**src/rtl/mem_arb_pkg.sv**
```systemverilog
// Shared types and line-size constants for the two-client memory arbiter.
// Imported by the arbiter top and its round-robin selector.
package mem_arb_pkg;

  typedef enum logic [1:0] {
    IDLE,
    BUSY,
    RESP
  } state_e;

  typedef logic client_id_t;

  localparam int LINE_BYTES = 64;
  localparam int LINE_BITS  = 8 * LINE_BYTES;

endpackage

```
**src/rtl/mem_req_arbiter_if.sv**
```systemverilog
// Client and memory-server signals of the arbiter.
// master: arbiter side; slave: clients plus server.
interface mem_req_arbiter_if #(
  parameter int ADDR_W    = 64,
  parameter int LINE_BITS = mem_arb_pkg::LINE_BITS
);

  logic                 c0_req;
  logic [ADDR_W-1:0]    c0_addr;
  logic                 c0_done;
  logic [LINE_BITS-1:0] c0_buf;
  logic [6:0]           c0_offset;
  logic [6:0]           c0_num_bytes;

  logic                 c1_req;
  logic [ADDR_W-1:0]    c1_addr;
  logic                 c1_done;
  logic [LINE_BITS-1:0] c1_buf;
  logic [6:0]           c1_offset;
  logic [6:0]           c1_num_bytes;

  logic [ADDR_W-1:0]    mem_fetch_ad;
  logic                 mem_send_fetch_req;
  logic [LINE_BITS-1:0] mem_buffer;
  logic                 mem_req_completed;
  logic [6:0]           mem_buf_offset;
  logic [6:0]           mem_num_bytes;

  logic                 err_timeout;

  modport master (
    input  c0_req, c0_addr,
    input  c1_req, c1_addr,
    output c0_done, c0_buf, c0_offset, c0_num_bytes,
    output c1_done, c1_buf, c1_offset, c1_num_bytes,
    output mem_fetch_ad, mem_send_fetch_req,
    input  mem_buffer, mem_req_completed,
    input  mem_buf_offset, mem_num_bytes,
    output err_timeout
  );

  modport slave (
    output c0_req, c0_addr,
    output c1_req, c1_addr,
    input  c0_done, c0_buf, c0_offset, c0_num_bytes,
    input  c1_done, c1_buf, c1_offset, c1_num_bytes,
    input  mem_fetch_ad, mem_send_fetch_req,
    output mem_buffer, mem_req_completed,
    output mem_buf_offset, mem_num_bytes,
    input  err_timeout
  );

endinterface

```
**src/rtl/rr_arb2.sv**
```systemverilog
// Two-way round-robin selector; last names the client granted previously.
// On a tie the other client wins, so last=1 favours client 0.
module rr_arb2
  import mem_arb_pkg::*;
(
  input  logic [1:0] req,
  input  client_id_t last,
  output logic [1:0] gnt
);

  always_comb begin
    gnt = 2'b00;
    unique case (1'b1)
      (req[0] & req[1]):  gnt = last ? 2'b01 : 2'b10;
      (req[0] & ~req[1]): gnt = 2'b01;
      (~req[0] & req[1]): gnt = 2'b10;
      default:            gnt = 2'b00;
    endcase
  end

endmodule

```
**src/rtl/mem_req_arbiter.sv**
```systemverilog
// Shares one memory fetch server between two clients, round-robin,
// with per-client response capture and a sticky BUSY timeout flag.
module mem_req_arbiter #(
  parameter int ADDR_W     = 64,
  parameter int LINE_BYTES = mem_arb_pkg::LINE_BYTES,
  parameter int TIMEOUT    = 1023
) (
  input  logic              clk,
  input  logic              reset,
  mem_req_arbiter_if.master bus
);

  import mem_arb_pkg::*;

  localparam int LBITS = 8 * LINE_BYTES;
  localparam int CNT_W = $clog2(TIMEOUT + 1);

  state_e              state_q, state_d;
  client_id_t          own_q, own_d;
  client_id_t          last_q, last_d;
  logic [CNT_W-1:0]    cnt_q, cnt_d;
  logic [CNT_W-1:0]    cnt_inc;
  logic [ADDR_W-1:0]   ad_q, ad_d;
  logic [LBITS-1:0]    buf_q [2];
  logic [LBITS-1:0]    buf_d [2];
  logic [6:0]          off_q [2];
  logic [6:0]          off_d [2];
  logic [6:0]          nb_q [2];
  logic [6:0]          nb_d [2];
  logic                err_q, err_d;
  logic [1:0]          gnt;

  rr_arb2 u_rr (
    .req  ({bus.c1_req, bus.c0_req}),
    .last (last_q),
    .gnt  (gnt)
  );

  assign cnt_inc = cnt_q + CNT_W'(1);

  always_comb begin
    state_d = state_q;
    own_d   = own_q;
    last_d  = last_q;
    cnt_d   = cnt_q;
    ad_d    = ad_q;
    buf_d   = buf_q;
    off_d   = off_q;
    nb_d    = nb_q;
    err_d   = err_q;
    unique case (state_q)
      IDLE: begin
        if (|gnt) begin
          own_d   = gnt[1];
          ad_d    = gnt[1] ? bus.c1_addr : bus.c0_addr;
          cnt_d   = '0;
          state_d = BUSY;
        end
      end
      BUSY: begin
        // completion wins over a timeout landing on the same cycle
        if (bus.mem_req_completed) begin
          buf_d[own_q] = bus.mem_buffer;
          off_d[own_q] = bus.mem_buf_offset;
          nb_d[own_q]  = bus.mem_num_bytes;
          state_d      = RESP;
        end else if (cnt_inc == CNT_W'(TIMEOUT)) begin
          nb_d[own_q] = '0;
          err_d       = 1'b1;
          state_d     = RESP;
        end else begin
          cnt_d = cnt_inc;
        end
      end
      RESP: begin
        last_d  = own_q;
        state_d = IDLE;
      end
      default: state_d = IDLE;
    endcase
  end

  always_ff @(posedge clk or negedge reset) begin
    if (!reset) begin
      state_q  <= IDLE;
      own_q    <= 1'b0;
      last_q   <= 1'b1;
      cnt_q    <= '0;
      ad_q     <= '0;
      buf_q[0] <= '0;
      buf_q[1] <= '0;
      off_q[0] <= '0;
      off_q[1] <= '0;
      nb_q[0]  <= '0;
      nb_q[1]  <= '0;
      err_q    <= 1'b0;
    end else begin
      state_q <= state_d;
      own_q   <= own_d;
      last_q  <= last_d;
      cnt_q   <= cnt_d;
      ad_q    <= ad_d;
      buf_q   <= buf_d;
      off_q   <= off_d;
      nb_q    <= nb_d;
      err_q   <= err_d;
    end
  end

  assign bus.mem_send_fetch_req = (state_q == BUSY);
  assign bus.mem_fetch_ad       = ad_q;
  assign bus.err_timeout        = err_q;

  assign bus.c0_done      = (state_q == RESP) && (own_q == 1'b0);
  assign bus.c0_buf       = buf_q[0];
  assign bus.c0_offset    = off_q[0];
  assign bus.c0_num_bytes = nb_q[0];

  assign bus.c1_done      = (state_q == RESP) && (own_q == 1'b1);
  assign bus.c1_buf       = buf_q[1];
  assign bus.c1_offset    = off_q[1];
  assign bus.c1_num_bytes = nb_q[1];

endmodule

```
**src/flat_wrapper.sv**
```systemverilog
// flat-port wrapper written by rule: the top's interface ports become plain ports
module mem_req_arbiter_flat import mem_arb_pkg::*;
#(
  parameter int ADDR_W     = 64,
  parameter int LINE_BYTES = mem_arb_pkg::LINE_BYTES,
  parameter int TIMEOUT    = 1023
)
  (clk, reset, bus_c0_req, bus_c0_addr, bus_c1_req, bus_c1_addr, bus_c0_done, bus_c0_buf, bus_c0_offset, bus_c0_num_bytes, bus_c1_done, bus_c1_buf, bus_c1_offset, bus_c1_num_bytes, bus_mem_fetch_ad, bus_mem_send_fetch_req, bus_mem_buffer, bus_mem_req_completed, bus_mem_buf_offset, bus_mem_num_bytes, bus_err_timeout);
  mem_req_arbiter_if #(.ADDR_W(ADDR_W), .LINE_BITS((512))) bus_i ();
  input  logic clk;
  input  logic reset;
  input wire logic [$bits(bus_i.c0_req)-1:0] bus_c0_req;
  input wire logic [$bits(bus_i.c0_addr)-1:0] bus_c0_addr;
  input wire logic [$bits(bus_i.c1_req)-1:0] bus_c1_req;
  input wire logic [$bits(bus_i.c1_addr)-1:0] bus_c1_addr;
  output wire logic [$bits(bus_i.c0_done)-1:0] bus_c0_done;
  output wire logic [$bits(bus_i.c0_buf)-1:0] bus_c0_buf;
  output wire logic [$bits(bus_i.c0_offset)-1:0] bus_c0_offset;
  output wire logic [$bits(bus_i.c0_num_bytes)-1:0] bus_c0_num_bytes;
  output wire logic [$bits(bus_i.c1_done)-1:0] bus_c1_done;
  output wire logic [$bits(bus_i.c1_buf)-1:0] bus_c1_buf;
  output wire logic [$bits(bus_i.c1_offset)-1:0] bus_c1_offset;
  output wire logic [$bits(bus_i.c1_num_bytes)-1:0] bus_c1_num_bytes;
  output wire logic [$bits(bus_i.mem_fetch_ad)-1:0] bus_mem_fetch_ad;
  output wire logic [$bits(bus_i.mem_send_fetch_req)-1:0] bus_mem_send_fetch_req;
  input wire logic [$bits(bus_i.mem_buffer)-1:0] bus_mem_buffer;
  input wire logic [$bits(bus_i.mem_req_completed)-1:0] bus_mem_req_completed;
  input wire logic [$bits(bus_i.mem_buf_offset)-1:0] bus_mem_buf_offset;
  input wire logic [$bits(bus_i.mem_num_bytes)-1:0] bus_mem_num_bytes;
  output wire logic [$bits(bus_i.err_timeout)-1:0] bus_err_timeout;
  assign bus_i.c0_req = bus_c0_req;
  assign bus_i.c0_addr = bus_c0_addr;
  assign bus_i.c1_req = bus_c1_req;
  assign bus_i.c1_addr = bus_c1_addr;
  assign bus_c0_done = bus_i.c0_done;
  assign bus_c0_buf = bus_i.c0_buf;
  assign bus_c0_offset = bus_i.c0_offset;
  assign bus_c0_num_bytes = bus_i.c0_num_bytes;
  assign bus_c1_done = bus_i.c1_done;
  assign bus_c1_buf = bus_i.c1_buf;
  assign bus_c1_offset = bus_i.c1_offset;
  assign bus_c1_num_bytes = bus_i.c1_num_bytes;
  assign bus_mem_fetch_ad = bus_i.mem_fetch_ad;
  assign bus_mem_send_fetch_req = bus_i.mem_send_fetch_req;
  assign bus_i.mem_buffer = bus_mem_buffer;
  assign bus_i.mem_req_completed = bus_mem_req_completed;
  assign bus_i.mem_buf_offset = bus_mem_buf_offset;
  assign bus_i.mem_num_bytes = bus_mem_num_bytes;
  assign bus_err_timeout = bus_i.err_timeout;
  mem_req_arbiter #(.ADDR_W(ADDR_W), .LINE_BYTES(LINE_BYTES), .TIMEOUT(TIMEOUT)) u_core (.clk(clk), .reset(reset), .bus(bus_i));
endmodule
```
**config.mk**
```make
export PLATFORM = sky130hd
export DESIGN_NAME = mem_req_arbiter_flat
export DESIGN_NICKNAME = d
export VERILOG_FILES = /design/src/rtl/mem_arb_pkg.sv /design/src/rtl/mem_req_arbiter_if.sv /design/src/rtl/rr_arb2.sv /design/src/rtl/mem_req_arbiter.sv /design/src/flat_wrapper.sv
export SDC_FILE = /design/constraint.sdc
export NUM_CORES = 2
export LEC_CHECK = 0
export BUFFER_PORTS_ARGS = -buffer_cell sky130_fd_sc_hd__buf_4
export CAP_MARGIN = 30
export CELL_PAD_IN_SITES_DETAIL_PLACEMENT = 1
export CELL_PAD_IN_SITES_GLOBAL_PLACEMENT = 1
export CORE_AREA = 2 2 696 698
export DETAILED_ROUTE_END_ITERATION = 7
export DIE_AREA = 0 0 698 700
export PLACE_DENSITY = 0.39
export SETUP_SLACK_MARGIN = 0.02
export SLEW_MARGIN = 20
export SYNTH_ARGS = -nofsm -noshare
export SYNTH_HDL_FRONTEND = slang
export SYNTH_SLANG_ARGS = --single-unit
```
**constraint.sdc**
```tcl
create_clock -name clk -period 5.3 [get_ports clk]
set_clock_uncertainty 0.1 [all_clocks]
set_input_delay 1.325 -clock clk [delete_from_list [all_inputs] [get_ports clk]]
set_output_delay 1.325 -clock clk [all_outputs]
set_load 0.005 [all_outputs]
```
Yosys cells after proc, flatten, opt, wreduce, memory -nomap -nowiden. Index checks and enable logic that the tools add are counted.

Bits in latches: 0. Input port bits: 659. Bits in registers: 1131. Word-level logic and storage cells: 65. Bits in writable memories: 0. Memory bits (read-only): 0. Memories kept: 0. Output and inout bits: 1120.

Reductions and logical operators: 13. Equality and inequality tests: 7. Multiply operators: 0. Divide/modulo/power cells: 0. Multiplexer cells: 20. Add/subtract/negate cells: 1. Shifts and indexed selects: 0. Bitwise operators: 10. $lt $le $gt $ge: 2.

Operators with widths (count): 1024-bit bitwise mux (1); 512-bit demux with 1-bit select (1); 512-bit two-way mux (1); 64-bit two-way mux (1); 10-bit two-way mux (3); 14-bit bitwise mux (2); 14-bit two-way mux (2); 10-bit case mux with 2 select lines (1); 14-bit bitwise AND (1); 14-bit inverter (1); 10-bit by 1-bit adder with 10-bit output (second input constant) (1); 10-bit equality test (second input constant) (1); 2-bit two-way mux (4); 2-bit AND reduction (4); 7-bit demux with 1-bit select (1); 7-bit two-way mux (1); 2-bit case mux with 3 select lines (1); 2-bit inequality test (second input constant) (2); 1-bit inverter (4); 2-bit case mux with 2 select lines (1); 4-bit AND reduction (1); 2-bit nonzero test (2); 1-bit bitwise AND (3); 1-bit logical AND (3); other kinds (10) (10).

Logic depth before layout (Yosys ltp).
Depth in word-level cells: 9. Gate-level depth with buffers: 9. Mapped depth without buffers: 9.

By module. From an unflattened synthesis, not the netlist that was laid out.

Cell total of the unflattened synthesis: 3707. Area, all modules: 43287.8 sq um.

By module, submodules not included: mem_req_arbiter (seq. area each 28303.4 sq um, cells an instance 3704, instances 1, area an instance 43269.0 sq um); rr_arb2 (seq. area each 0.0 sq um, cells an instance 3, instances 1, area an instance 18.8 sq um).

Worst setup path before layout. Ideal clock, no wire load.

Path kind: input -> register. From: in bus_c1_req. To: reg u_core.ad_q[14], in the netlist u_core.bus.mem_fetch_ad[14]. Stages on the path: 5. Path slack: 2606 ps. Path buffers: 2. Arrival: 2461 ps. Library setup time: 133 ps. Data required time: 5067 ps. Cells stage by stage: a21boi_0 clkbuf_1 buf_2 mux2i_1 o21ai_0.

Cells in the longest elaborated chain, start to end: 5. Elaborated cells on any way between the ends: 8. Classes of those cells: mux: 2; bitwise: 4; reduce/logical: 2.

RTL lines: start: declaration (RTL line flat_wrapper.sv:14) `input wire logic [$bits(bus_i.c1_req)-1:0] bus_c1_req;`; 1-bit inverter (RTL line rr_arb2.sv:15) `(req[0] & ~req[1]): gnt = 2'b01;`; 1-bit bitwise AND (RTL line rr_arb2.sv:15); 2-bit case mux with 3 select lines (*) (RTL line rr_arb2.sv:13) `unique case (1'b1)`; 2-bit OR reduction (RTL line mem_req_arbiter.sv:53) `if (|gnt) begin`; 2-bit AND reduction (no line); end signal: assignment (RTL line mem_req_arbiter.sv:89) `ad_q <= '0;`; end signal: assignment (RTL line mem_req_arbiter.sv:102) `ad_q <= ad_d;`; end: declaration (RTL line mem_req_arbiter.sv:23) `logic [ADDR_W-1:0] ad_q, ad_d;`.

Mark *: on every way between the ends. The rest lies on a longest branch, timed or not. A chain may end at the register's enable or synchronous reset.

Final worst setup path.
From: reg u_core.state_q[1]. To: out bus_mem_send_fetch_req.

Cells in the longest elaborated chain, start to end: 1.

RTL lines: start: declaration (RTL line mem_req_arbiter.sv:18) `state_e state_q, state_d;`; start signal: assignment (RTL line mem_req_arbiter.sv:98) `state_q <= state_d;`; 2-bit by 1-bit equality test with 1-bit output (RTL line mem_req_arbiter.sv:110) `assign bus.mem_send_fetch_req = (state_q == BUSY);`; end: declaration (RTL line flat_wrapper.sv:25) `output wire logic [$bits(bus_i.mem_send_fetch_req)-1:0] bus_mem_send_fetch_req;`.

Every way passes these cells.

==> results.json <==
{
  "vias_per_cell": 3.07,
  "synthArstFlopShare": 1.00,
  "io_buffers": 1778,
  "crit_buf_inv": 1,
  "drt_iter0_drc": 2147,
  "synth_top_area_frac": 0.662,
  "syn_nets": 4350,
  "fin_crit_sh": 0.689,
  "tightest_slew_ps": 989,
  "area_growth_pct": 62.8,
  "placedCellCount": 11772,
  "start_util": 0.0888,
  "cts_made_buffers": 158,
  "power.switching_uw": 16800,
  "ios": 1779,
  "max-cap-violations": 0,
  "min_path_type": "register to register",
  "wl_per_cell_um": 30.3,
  "seq_power_share": 0.354,
  "synthMuxAreaShare": 0.152,
  "synth_commonest_cells": "nand2_1 (1631), dfrtp_1 (1130), mux2_2 (519)",
  "core-area_um2": 481000,
  "layout_min_cycle_time_ps": 3650,
  "cp_slowest_stage_delay_ps": 680,
  "track_usage": 0.146,
  "final_hold_viol_count": 0,
  "fmax_mhz": 274,
  "grt_max_degree": 128,
  "design.die.area_um2": 489000,
  "rsz0062_at_grt": "no",
  "slowest_stage": "nor2b_2",
  "cp.arrival_ps": 2220,
  "irDropWorstVdd_mv": 0.258,
  "routed_wl_um": 368000,
  "grt_overflow": 0,
  "dp_slack_ps": 1560,
  "path_max_fanout": 14,
  "r2r_start": "u_core.state_q[1]",
  "synth_top_area_cell": "dfrtp_1",
  "ys_dominant_reg_cell": "dfrtp_1",
  "critical_path_depth": 2,
  "cts_resized": 0,
  "r2r_slack_ps": 1880,
  "cp_data_required_time_ps": 3880,
  "reg2regPathDepth": 6,
  "crit_path_end": "bus_mem_send_fetch_req",
  "synth_fa_ha_area_frac": 0.000586,
  "fillCellCount": 56039,
  "layout-drive-gt1-share": 0.466,
  "clock-sinks": 1131,
  "yosysSeqAreaShare": 0.663,
  "dieWidth_um": 698,
  "die_h_um": 700,
  "p_sw_frac": 0.379,
  "setup_tns_ps": 0,
  "startpoint_type": "register",
  "utilization": 0.145,
  "crit_type": "register to output pin",
  "slew_viol_final": 0,
  "power_leakage_uw": 0.0327,
  "power_density_nw_per_um2": 637,
  "fin_area_um2": 69500,
  "first_pass_iters": 5,
  "p_comb_frac": 0.402,
  "reg2reg_to": "u_core.bus.c0_buf[494]",
  "grt_pass1_vias": 39095,
  "worstSetupEndpointType": "output pin",
  "placed_area_um2": 64300,
  "slew_headroom": 0.322,
  "ys_warn_count": 0,
  "setup_viol_count_final": 0,
  "synth_top_family_by_area": "multiplexers",
  "dp_hpwl_um": 313000,
  "ys_ff_latch": 1131,
  "critPathLaunch": "u_core.state_q[1]",
  "clock_latency_ps": 840,
  "synth_cells": 3689,
  "cts_setup_buffers": 0,
  "route.detailed.drc": 0,
  "avgSynthCellArea_um2": 11.6,
  "synth_edf_count": 0,
  "cts_root_buf": "clkbuf_16",
  "synth_simple_gate_area_share": 0.148,
  "grt_pass1_wl_um": 463000,
  "htreeDepth": 4,
  "final_cells": 12135,
  "status": "completed",
  "place.gp.congestion": 0.998,
  "cpLargestDelayFamily": "simple AND/OR/NAND/NOR gates",
  "synth_compound_area_frac": 0.0153,
  "post-synth-top-count-cell": "nand2_1",
  "grt_antenna_before_repair": 359,
  "ctsHoldBuffers": 0,
  "ant_nets": 0,
  "row_count": 255,
  "synthTopCellsByArea": "dfrtp_1 (66%), nand2_1 (14%), mux2_2 (14%), mux2i_1 (1.5%), clkbuf_1 (0.97%)",
  "vias": 37247,
  "cts_tree": "built",
  "path_clk_slew_ps": 50,
  "p_int_uw": 27500,
  "synthXorXnorAreaFrac": 0.000410,
  "clk_path_buf_depth": 4,
  "clkPwrFrac": 0.244,
  "final_nets": 6168,
  "syn_area_um2": 42700,
  "fin_ws_ps": 1650,
  "ys_types": 42,
  "crit_chain": "nor2b_2 > buf_4"
}
[power groups by stage]
stage	clock network, uW	registers (uW)	logic [uW]
6_report	10800	15700	17800
5_1_grt	11500	16200	19200
4_1_cts	11300	15700	18500
3_5_place_dp	0	15800	18400
3_3_place_gp	0	15600	18300
2_1_floorplan	0	15300	5240
[worst register-to-register path: cells and delay by family (launching register included)]
| kind | cells | cell delay [ps] |
|---|---|---|
| buffers and inverters | 2 | 660 |
| DFF | 1 | 400 |
| muxes | 1 | 500 |
| and+or+nand+nor | 3 | 1650 |
[metrics by stage]
step,power (uW),hold WS (ps)
finish,44300,374
global route,46900,362
CTS,45400,329
detailed placement,34200,364
global placement,33900,360
floorplan,20500,360
[cells in the final DEF, fill, tap and decap left out, types with 2 or more instances in the layout]
cell type / count
clkinv_8: 7
inv_6: 5
clkbuf_16: 159
nand4_1: 2
nor2_4: 3
mux2_2: 519
clkinv_4: 2
or3_1: 2
nand2_1: 1631
nor2_1: 7
nand3_1: 7
clkinvlp_4: 3
inv_1: 5
diode_2: 82
o31ai_1: 2
nand3_2: 2
bufinv_16: 6
a31oi_1: 3
clkbuf_8: 29
clkinv_2: 19
buf_12: 32
dfrtp_1: 1130
inv_2: 2
mux2i_1: 66
a22o_1: 16
ha_1: 2
a21o_1: 2
o21ai_0: 68
xnor2_1: 2
nand2b_1: 2
buf_4: 1821
clkbuf_1: 49
[cells by family after synthesis]
kind of cell / after synthesis
AO/OA/AOI/OAI: 103
AND/OR/NAND/NOR: 1664
flip-flops: 1131
XOR/XNOR: 2
adder cells (fa/ha/maj): 2
multiplexers: 585
buffers and inverters: 202
[registers in the layout, indices dropped and copies added, names as in the netlist, 2 cells and up]
name and cells:
u_core.bus.c0_buf 512, u_core.bus.mem_fetch_ad 64, u_core.state_q 2, u_core.bus.c0_num_bytes 7
u_core.bus.c1_buf 512, u_core.cnt_q 10, u_core.bus.c1_offset 7, u_core.bus.c0_offset 7
u_core.bus.c1_num_bytes 7
[worst min path at each step]
stage	startpoint	endpoint	slack, ps	cells past startpoint
floorplan	u_core.bus.err_timeout	u_core.bus.err_timeout	360	2
global placement	u_core.bus.c1_buf[421]	u_core.bus.c1_buf[421]	360	2
detailed placement	u_core.bus.c1_buf[237]	u_core.bus.c1_buf[237]	360	2
CTS	reset	u_core.bus.c1_buf[46]	330	1
global route	reset	u_core.bus.c1_buf[46]	360	1
finish	u_core.bus.c1_buf[118]	u_core.bus.c1_buf[118]	370	2
[per-layer routing]
metal  track usage  share of wire  vias to the layer above
li1              -              -                    15654
met4        0.0538          0.040                      178
met2         0.240           0.47                     1762
met3        0.0892           0.13                      769
met5             0         0.0032                        -
met1         0.151           0.35                    18884
[final cells by class]
class | count | area (um2) | share of cell area
Sequential cell | 1131 | 28300 | 0.407
Timing Repair Buffer | 1853 | 14300 | 0.206
Multi-Input combinational cell | 2356 | 13600 | 0.195
Tap cell | 6425 | 8040 | 0.116
Clock buffer | 237 | 4560 | 0.0656
Clock inverter | 44 | 523 | 0.00752
Antenna cell | 82 | 205 | 0.00295
Inverter | 7 | 26.3 | 0.000378
(Power assumes the default switching activity.)
